`src/rtl/memory_round_ctrl.sv`:
```
// Round engine for the memory tester: builds an LFSR symbol sequence, plays it
// to the display, checks the player's keys and reports win/lose.
module memory_round_ctrl #(
    parameter int          SYM_W       = 2,
    parameter int          MAX_LEN     = 16,
    parameter int          SHOW_CYC    = 8,
    parameter int          GAP_CYC     = 2,
    parameter int          TIMEOUT_CYC = 64,
    parameter logic [15:0] LFSR_SEED   = 16'hACE1
) (
    input  logic             clock,
    input  logic             rst,
    input  logic             auth_bit,
    input  logic             log_out,
    input  logic             rng_button,
    input  logic [3:0]       level_num,
    input  logic             key_valid,
    input  logic [SYM_W-1:0] key_sym,
    output logic             disp_valid,
    output logic [SYM_W-1:0] disp_sym,
    output logic             win,
    output logic             lose,
    output logic             busy,
    output logic [4:0]       round_len
);

    localparam int IDX_W   = (MAX_LEN > 1) ? $clog2(MAX_LEN) : 1;
    localparam int CNT_MAX = (TIMEOUT_CYC > SHOW_CYC) ?
                             ((TIMEOUT_CYC > GAP_CYC) ? TIMEOUT_CYC : GAP_CYC) :
                             ((SHOW_CYC > GAP_CYC) ? SHOW_CYC : GAP_CYC);
    localparam int CNT_W   = $clog2(CNT_MAX + 1);

    typedef enum logic [2:0] {
        IDLE    = 3'd0,
        GEN     = 3'd1,
        SHOW    = 3'd2,
        GAP     = 3'd3,
        WAIT_IN = 3'd4,
        WIN     = 3'd5,
        LOSE    = 3'd6
    } state_t;

    state_t             state_q, state_d;
    logic [IDX_W-1:0]   idx_q, idx_d;
    logic [CNT_W-1:0]   cnt_q, cnt_d;
    logic [4:0]         len_q, len_d;
    logic [15:0]        lfsr_q;
    logic [SYM_W-1:0]   seq_q [MAX_LEN];

    logic               disp_valid_q, disp_valid_d;
    logic [SYM_W-1:0]   disp_sym_q, disp_sym_d;
    logic               win_q, win_d;
    logic               lose_q, lose_d;
    logic               busy_q, busy_d;

    logic [4:0]         lvl_plus_s;
    logic [4:0]         len_new_s;
    logic               last_s;
    logic               abort_s;
    logic               gen_we_s;
    logic [SYM_W-1:0]   lfsr_sym_s;

    assign lvl_plus_s = {1'b0, level_num} + 5'd1;
    assign len_new_s  = (lvl_plus_s > 5'(MAX_LEN)) ? 5'(MAX_LEN) : lvl_plus_s;
    assign last_s     = (5'(idx_q) == (len_q - 5'd1));
    assign abort_s    = (!auth_bit) || log_out;
    assign gen_we_s   = (state_q == GEN);
    assign lfsr_sym_s = lfsr_q[SYM_W-1:0];

    // Next-state, index and counter logic; abort outranks every other transition.
    always_comb begin
        state_d = state_q;
        idx_d   = idx_q;
        cnt_d   = cnt_q;
        len_d   = len_q;
        if ((state_q != IDLE) && abort_s) begin
            state_d = IDLE;
            idx_d   = '0;
            cnt_d   = '0;
        end else begin
            case (state_q)
                IDLE: begin
                    if (rng_button && auth_bit && !log_out) begin
                        state_d = GEN;
                        len_d   = len_new_s;
                        idx_d   = '0;
                        cnt_d   = '0;
                    end else begin
                        state_d = IDLE;
                    end
                end
                GEN: begin
                    if (last_s) begin
                        state_d = SHOW;
                        idx_d   = '0;
                        cnt_d   = '0;
                    end else begin
                        idx_d = idx_q + IDX_W'(1);
                    end
                end
                SHOW: begin
                    if (cnt_q == CNT_W'(SHOW_CYC - 1)) begin
                        state_d = GAP;
                        cnt_d   = '0;
                    end else begin
                        cnt_d = cnt_q + CNT_W'(1);
                    end
                end
                GAP: begin
                    if (cnt_q == CNT_W'(GAP_CYC - 1)) begin
                        cnt_d = '0;
                        if (last_s) begin
                            state_d = WAIT_IN;
                            idx_d   = '0;
                        end else begin
                            state_d = SHOW;
                            idx_d   = idx_q + IDX_W'(1);
                        end
                    end else begin
                        cnt_d = cnt_q + CNT_W'(1);
                    end
                end
                WAIT_IN: begin
                    // Timeout counter restarts on every correct key.
                    if (key_valid) begin
                        if (key_sym != seq_q[idx_q]) begin
                            state_d = LOSE;
                        end else if (last_s) begin
                            state_d = WIN;
                        end else begin
                            idx_d = idx_q + IDX_W'(1);
                            cnt_d = '0;
                        end
                    end else if (cnt_q == CNT_W'(TIMEOUT_CYC)) begin
                        state_d = LOSE;
                    end else begin
                        cnt_d = cnt_q + CNT_W'(1);
                    end
                end
                WIN, LOSE: begin
                    state_d = IDLE;
                    idx_d   = '0;
                    cnt_d   = '0;
                end
                default: begin
                    state_d = IDLE;
                    idx_d   = '0;
                    cnt_d   = '0;
                end
            endcase
        end
    end

    // Output values for the coming cycle, decoded from the next state.
    always_comb begin
        disp_valid_d = (state_d == SHOW);
        win_d        = (state_d == WIN);
        lose_d       = (state_d == LOSE);
        busy_d       = (state_d != IDLE);
        // Forward the symbol being written when a 1-long sequence enters SHOW.
        if (!disp_valid_d) begin
            disp_sym_d = '0;
        end else if (gen_we_s && (idx_d == idx_q)) begin
            disp_sym_d = lfsr_sym_s;
        end else begin
            disp_sym_d = seq_q[idx_d];
        end
    end

    // Control state, LFSR and registered outputs.
    always_ff @(posedge clock or negedge rst) begin
        if (!rst) begin
            state_q      <= IDLE;
            idx_q        <= '0;
            cnt_q        <= '0;
            len_q        <= 5'd0;
            lfsr_q       <= LFSR_SEED;
            disp_valid_q <= 1'b0;
            disp_sym_q   <= '0;
            win_q        <= 1'b0;
            lose_q       <= 1'b0;
            busy_q       <= 1'b0;
        end else begin
            state_q      <= state_d;
            idx_q        <= idx_d;
            cnt_q        <= cnt_d;
            len_q        <= len_d;
            lfsr_q       <= {lfsr_q[14:0], lfsr_q[15] ^ lfsr_q[13] ^ lfsr_q[12] ^ lfsr_q[10]};
            disp_valid_q <= disp_valid_d;
            disp_sym_q   <= disp_sym_d;
            win_q        <= win_d;
            lose_q       <= lose_d;
            busy_q       <= busy_d;
        end
    end

    // Sequence storage; contents are irrelevant outside a round, so no reset.
    always_ff @(posedge clock) begin
        if (gen_we_s) begin
            seq_q[idx_q] <= lfsr_sym_s;
        end
    end

    assign disp_valid = disp_valid_q;
    assign disp_sym   = disp_sym_q;
    assign win        = win_q;
    assign lose       = lose_q;
    assign busy       = busy_q;
    assign round_len  = len_q;

endmodule

```
`config.mk`:
```
export PLATFORM = sky130hd
export DESIGN_NAME = memory_round_ctrl
export DESIGN_NICKNAME = d
export VERILOG_FILES = /design/src/rtl/memory_round_ctrl.sv
export SDC_FILE = /design/constraint.sdc
export NUM_CORES = 1
export LEC_CHECK = 0
export ABC_AREA = 1
export CORE_ASPECT_RATIO = 0.7
export CORE_MARGIN = 2
export CORE_UTILIZATION = 60
export CTS_BUF_LIST = sky130_fd_sc_hd__clkbuf_8
export DETAILED_ROUTE_END_ITERATION = 7
export PLACE_DENSITY = 0.79
export SYNTH_ARGS = -nofsm -noshare
export SYNTH_HDL_FRONTEND = slang
export SYNTH_SLANG_ARGS = --single-unit
```
`constraint.sdc`:
```
create_clock -name clock -period 3.12 [get_ports clock]
set_clock_uncertainty 0.1 [all_clocks]
set_input_delay 0.78 -clock clock [delete_from_list [all_inputs] [get_ports clock]]
set_output_delay 0.78 -clock clock [all_outputs]
set_load 0.02 [all_outputs]
```
==> reports/summary.txt <==
share of layout cells above drive strength 1 -> 10.7%
Clock Latency Late Sink -> 360 ps
DP Area -> 4480 µm²
area added between synthesis and finish -> 15.1%
leakage -> 2.31 nW
postcts setup bufs -> 0
Post-synth EDFFs -> 32
Worst path slowest cell -> dfrtp_1
Setup CP Type -> reg2reg
CP peak stage delay -> 400 ps
Top delay family on crit path -> simple AND/OR/NAND/NOR gates
max_cap viols -> 0
fmax -> 350 MHz
CTS H-tree lvls -> 3
vias in the first global route -> 3205
final slew viol count -> 0
DRT Pass-1 Iters -> 5
All-Layer GR Usage -> 28.7%
Post-synth top flop -> dfrtp_1
area of the multi-input gates -> 1740 µm²
pin count of the biggest net entering global routing -> 42
GRT Residual Overflow -> 0
Antenna Diode Count -> 0
first-pass GRT wire length -> 16.1 mm
root buffer selected by CTS -> clkbuf_8
PwrDens -> 724 nW/µm²
Post-synth ARST share -> 56.2%
CTS resizes -> 0
outcome -> completed
period utilization -> 91.5%
IO buf count -> 22
GPL Wtd Cong -> 0.976
Routed wire per std cell -> 15.3 µm
Buf+Inv Stages, Crit Path -> 1
# setup viols final -> 0
# IOs -> 23
IR drop worst, VDD -> 0.491 mV
worst-path cell chain -> inv_1 > ha_1 > xnor2_2 > nor2_1 > nor3b_2 > nand2_1 > ha_1 > nand4_1 > nand2_2 > nand2_4 > nand2_4 > nand2_1 > nand2_1 > nor2_2 > nand3_2 > o21ai_2 > nor2_1
CP Capture Type -> flip-flop
Synth Area per Inst -> 7.86 µm²
fill cell count -> 554
Post-Syn Area -> 4100 µm²
Util after Layout -> 70.5%
CTS tree -> built
startpoint types -> flip-flop
DRT Wirelength -> 10.0 mm
min setup slack post-route -> 264 ps
net count after synthesis -> 544
Clock transition at path regs -> 90 ps
HP Class -> reg2reg
Post-CTS Hold Fix Bufs -> 0
Max clock buf depth -> 2
final antenna-violating net count -> 0
CP Max Fanout -> 16
area of the core -> 6690 µm²
DP Worst Slack -> -29.9 ps
synth warn -> 0
Relative slew margins -> 42.0%
Final Hold Fails -> 0
Via density -> 5.51
DR vias -> 3622
Final Net Count -> 580
fin crit period -> 2860 ps
clk sinks -> 73
antenna violations before repair -> 0
WP data required -> 3270 ps
num rows -> 25
Seq/Total Area, Yosys -> 48.7%
measured slew at the worst slew-check pin -> 870 ps
Die Y -> 73.2 µm
count of cell types in the netlist -> 35
Data arrival, critical path -> 3010 ps
CTS Buf Count -> 9
initial DRC count -> 377
flops & latches, synth -> 73
Residual DRC -> 0
initial core utilization -> 61.3%
HPWL after detailed placement -> 7.61 mm
CP dominant cell by count -> nand2_1
unrepaired setup endpoints after global routing -> false
Design Area, Final -> 4720 µm²
cells after synthesis -> 522
Sequential Area -> 2000 µm²
die area -> 7520 µm²
Die Wd -> 103 µm
-- cells by family (layout without fill, tap and decap cells) --
family,count (synthesis),in the layout,share of synthesized area [%]
and+or+nand+nor,294,294,31.1
buffers and inverters,97,138,9.73
DFF,73,73,48.7
AOI/OAI and AO/OA,38,38,5.31
adders and majority gates,10,10,3.05
xor gates and xnor gates,10,10,2.14
-- metal layers --
metal  up-vias  wire length, µm  global-route usage [%]
met2       182             3970                    39.1
met1      1672             4970                    44.9
met5         -                0                       0
met4         0              108                    6.14
li1       1754                -                       -
met3        14              984                    8.62
-- cell usage after synthesis (all sizes together) (4+ instances only) --
cell type  count  share of area, %
buf            9               1.7
o21ai         17               2.1
a21oi          9               1.1
nor3           8              0.98
dfstp          8               5.1
xor2           6               1.3
inv           86               7.9
xnor2          4              0.85
dfrtp         33                20
nand4          8               1.2
nor2          57               5.3
edfxtp        32                23
ha            10               3.1
o22ai          4              0.61
nand2        138                13
nand3         79               9.8
-- state kept, by name, indices dropped and copies added, names as in the netlist --
register,cells
disp_sym,2
busy,1
cnt_q,7
disp_valid,1
round_len,5
lfsr_q,16
state_q,3
seq_q,32
lose,1
idx_q,4
win,1
-- power by group --
| part | total, mW | switching, mW | internal, mW |
|---|---|---|---|
| clock network | 0.782 | 0.395 | 0.387 |
| registers | 1.16 | 0.0760 | 1.08 |
| logic | 1.48 | 0.923 | 0.559 |
| total | 3.42 | 1.39 | 2.03 |
-- layout make-up --
type	instances	area share, %
Clock buffer	9	2.62
Inverter	86	6.89
Tap cell	94	2.49
Clock inverter	7	1.75
Sequential cell	73	42.4
Multi-Input combinational cell	352	36.8
Timing Repair Buffer	36	7.05
-- cells in the final DEF (no fill, tap or decap), types with 10 or more instances in the layout --
cell type        instances
edfxtp_1                32
inv_1                   82
o21ai_0                 16
nor2_1                  55
nand3_1                 77
nand2_1                133
ha_1                    10
dfrtp_1                 30
clkdlybuf4s50_1         21
buf_4                   13
-- final timing paths --
| kind | startpoint | slack [ps] | depth (start not counted) | endpoint |
|---|---|---|---|---|
| worst max-delay path | round_len[0] | 260 | 17 | disp_sym[0] |
| max in group asynchronous | rst | 1890 | 1 | idx_q[0] |
| worst min register to register | lfsr_q[8] | 250 | 0 | lfsr_q[9] |
| min in group asynchronous | rst | 430 | 1 | lfsr_q[14] |
| worst min-delay path | lfsr_q[8] | 250 | 0 | lfsr_q[9] |
| worst max register to register | round_len[0] | 260 | 17 | disp_sym[0] |
-- stage by stage --
step	cells	power [mW]	setup TNS, ps	hold WS, ps
floorplan	522	2.14	0	231
global placement	641	2.56	0	235
detailed placement	641	2.58	-29.9	238
CTS	657	3.36	0	253
global route	657	3.64	0	253
finish	657	3.42	0	248
(Power assumes the default switching activity.)
==> RTL edit (same flow settings) <==
The parameter `MAX_LEN` goes from 16 to 32.
--- a/src/rtl/memory_round_ctrl.sv
+++ b/src/rtl/memory_round_ctrl.sv
@@ -3,5 +3,5 @@
 module memory_round_ctrl #(
     parameter int          SYM_W       = 2,
-    parameter int          MAX_LEN     = 16,
+    parameter int          MAX_LEN     = 32,
     parameter int          SHOW_CYC    = 8,
     parameter int          GAP_CYC     = 2,
Formal check against the unedited RTL: not equivalent (a bounded check fails within 4 cycles, from zero or initial values and one cycle with rst low).
==> RTL edit against the unedited design <==
Design area up 49%. Sequential cell count rose by 33. Die area up 44%. Routed wire length is 59% higher. Global-route usage grew 2.1 points. Power is 39% higher. Critical endpoint is now disp_sym[1]$_DFF_PN0_. Critical path type unchanged. Worst setup slack got worse by 0.095 ns. Area after synthesis rose by 47%. Via count is 47% higher.
==> RTL edit: results (changes against the unedited design) <==
[drt]
vias = 5328  ; +47%
wl_um = 15900  ; +59%
drt_iter0_markers = 558  ; +48%

[setup_path]
reg2reg_depth = 25  ; +8
crit_path_top_delay_cell = dfrtp_2
cp_top_family = simple AND/OR/NAND/NOR gates
crit_path_max_fanout = 8  ; -8
max_stage_delay_ns = 0.45  ; +0.05 ns
rr_startpoint = idx_q[0]$_DFF_PN0_
cp.arrival_ns = 3.15  ; +0.14 ns
reg2reg_setup_slack_ns = 0.17  ; -0.10 ns
setup.worst_path.end = disp_sym[1]$_DFF_PN0_

[placement]
dpl-instance-area_mm2 = 0.00661  ; +48%
dp_hpwl_um = 11600  ; +52%
place_congestion = 0.948  ; -2.9%
portBuffers = 22  ; unchanged

[grt]
met2_usage = 0.437  ; +0.0451
met3_usage = 0.0801  ; -0.00613
grt_pass1_wl_um = 24900  ; +55%
grt_usage = 0.308  ; +0.0211
grt_max_degree = 43  ; +2.4%
first_global_vias = 4850  ; +51%
use_met1 = 0.467  ; +0.0176

[yosys]
ys_types = 38  ; +8.6%
synth_seq_area_share = 0.496  ; +0.00896
synthTopCellsByArea = edfxtp_1 32%, dfrtp_1 14%, nand2_1 12%
synthesis.nets = 776  ; +43%
async_flop_share = 0.396  ; -0.165
synth_edf_count = 64  ; +100%
synth_commonest_cells = 194 x nand2_1, 138 x nand3_1, 117 x inv_1
ys_warn_count = 0  ; unchanged

[layout]
largest_registers = seq_q: 64 flops, lfsr_q: 16 flops, cnt_q: 7 flops
finish.net_count = 830  ; +43%
drive_above_1_share = 0.144  ; +0.0375

[min_path]
hold_start = lfsr_q[14]$_DFF_PN0_
min_to = lfsr_q[15]$_DFF_PN1_

[status]
status = finished, final reports clean

[sta]
relSlewSlack = 0.271  ; -0.149

[cts]
path_clk_slew_ns = 0.11  ; +0.02 ns
clk_latency_ns = 0.39  ; +0.03 ns
cts_root_buf = clkbuf_8

[power]
ir_drop_mv = 0.375  ; -24%
p_leak_nw = 3.26  ; +41%

-- RTL edit: changes by cell type after synthesis, moves of 4 or more --
cell      unedited run  this run
edfxtp_1            32        64
buf_6                3         7
nor2_1              56        70
inv_2                4         8
o21ai_0             16        11
inv_1               82       117
nand3_1             78       138
nand2_1            133       194
buf_2                4        11
-- RTL edit: cells by family after synthesis --
group	synth area share
buffers and inverters	0.108
AO/OA/AOI/OAI	0.0341
XOR/XNOR	0.0189
AND/OR/NAND/NOR	0.320
flip-flops	0.496
adder cells (fa/ha/maj)	0.0229
-- RTL edit: stage by stage --
step | hold slack (ns) | setup WS [ns] | std cells
2_1_floorplan | 0.231 | 0.216 | 753
3_3_place_gp | 0.234 | 0.0521 | 922
3_5_place_dp | 0.239 | 0.0494 | 922
4_1_cts | 0.271 | 0.0184 | 938
5_1_grt | 0.275 | -0.0550 | 940
6_report | 0.269 | 0.169 | 940
-- RTL edit: what timing repair did --
action                                  4_1_cts  5_1_grt
setup buffers                                 0        1
endpoints found under the setup margin        0        6
resized for setup                             0       46
-- RTL edit: power breakdown --
group | internal (W) | total [W] | switching [W]
logic | 0.000879 | 0.00232 | 0.00144
registers | 0.00154 | 0.00158 | 0.0000483
clock network | 0.000322 | 0.000856 | 0.000534
total | 0.00274 | 0.00476 | 0.00203
-- RTL edit: final cells by class --
class | instances | area [um2]
Sequential cell | 106 | 2980
Fill cell | 758 | 2700
Multi-Input combinational cell | 496 | 2500
Timing Repair Buffer | 68 | 676
Inverter | 126 | 493
Tap cell | 128 | 160
Clock buffer | 9 | 124
Clock inverter | 7 | 81.3
-- RTL edit: metal layers --
metal | vias to the layer above | wire length, um
met2 | 277 | 6680
met5 | - | 0
met4 | 0 | 299
met1 | 2500 | 7130
li1 | 2529 | -
met3 | 22 | 1830
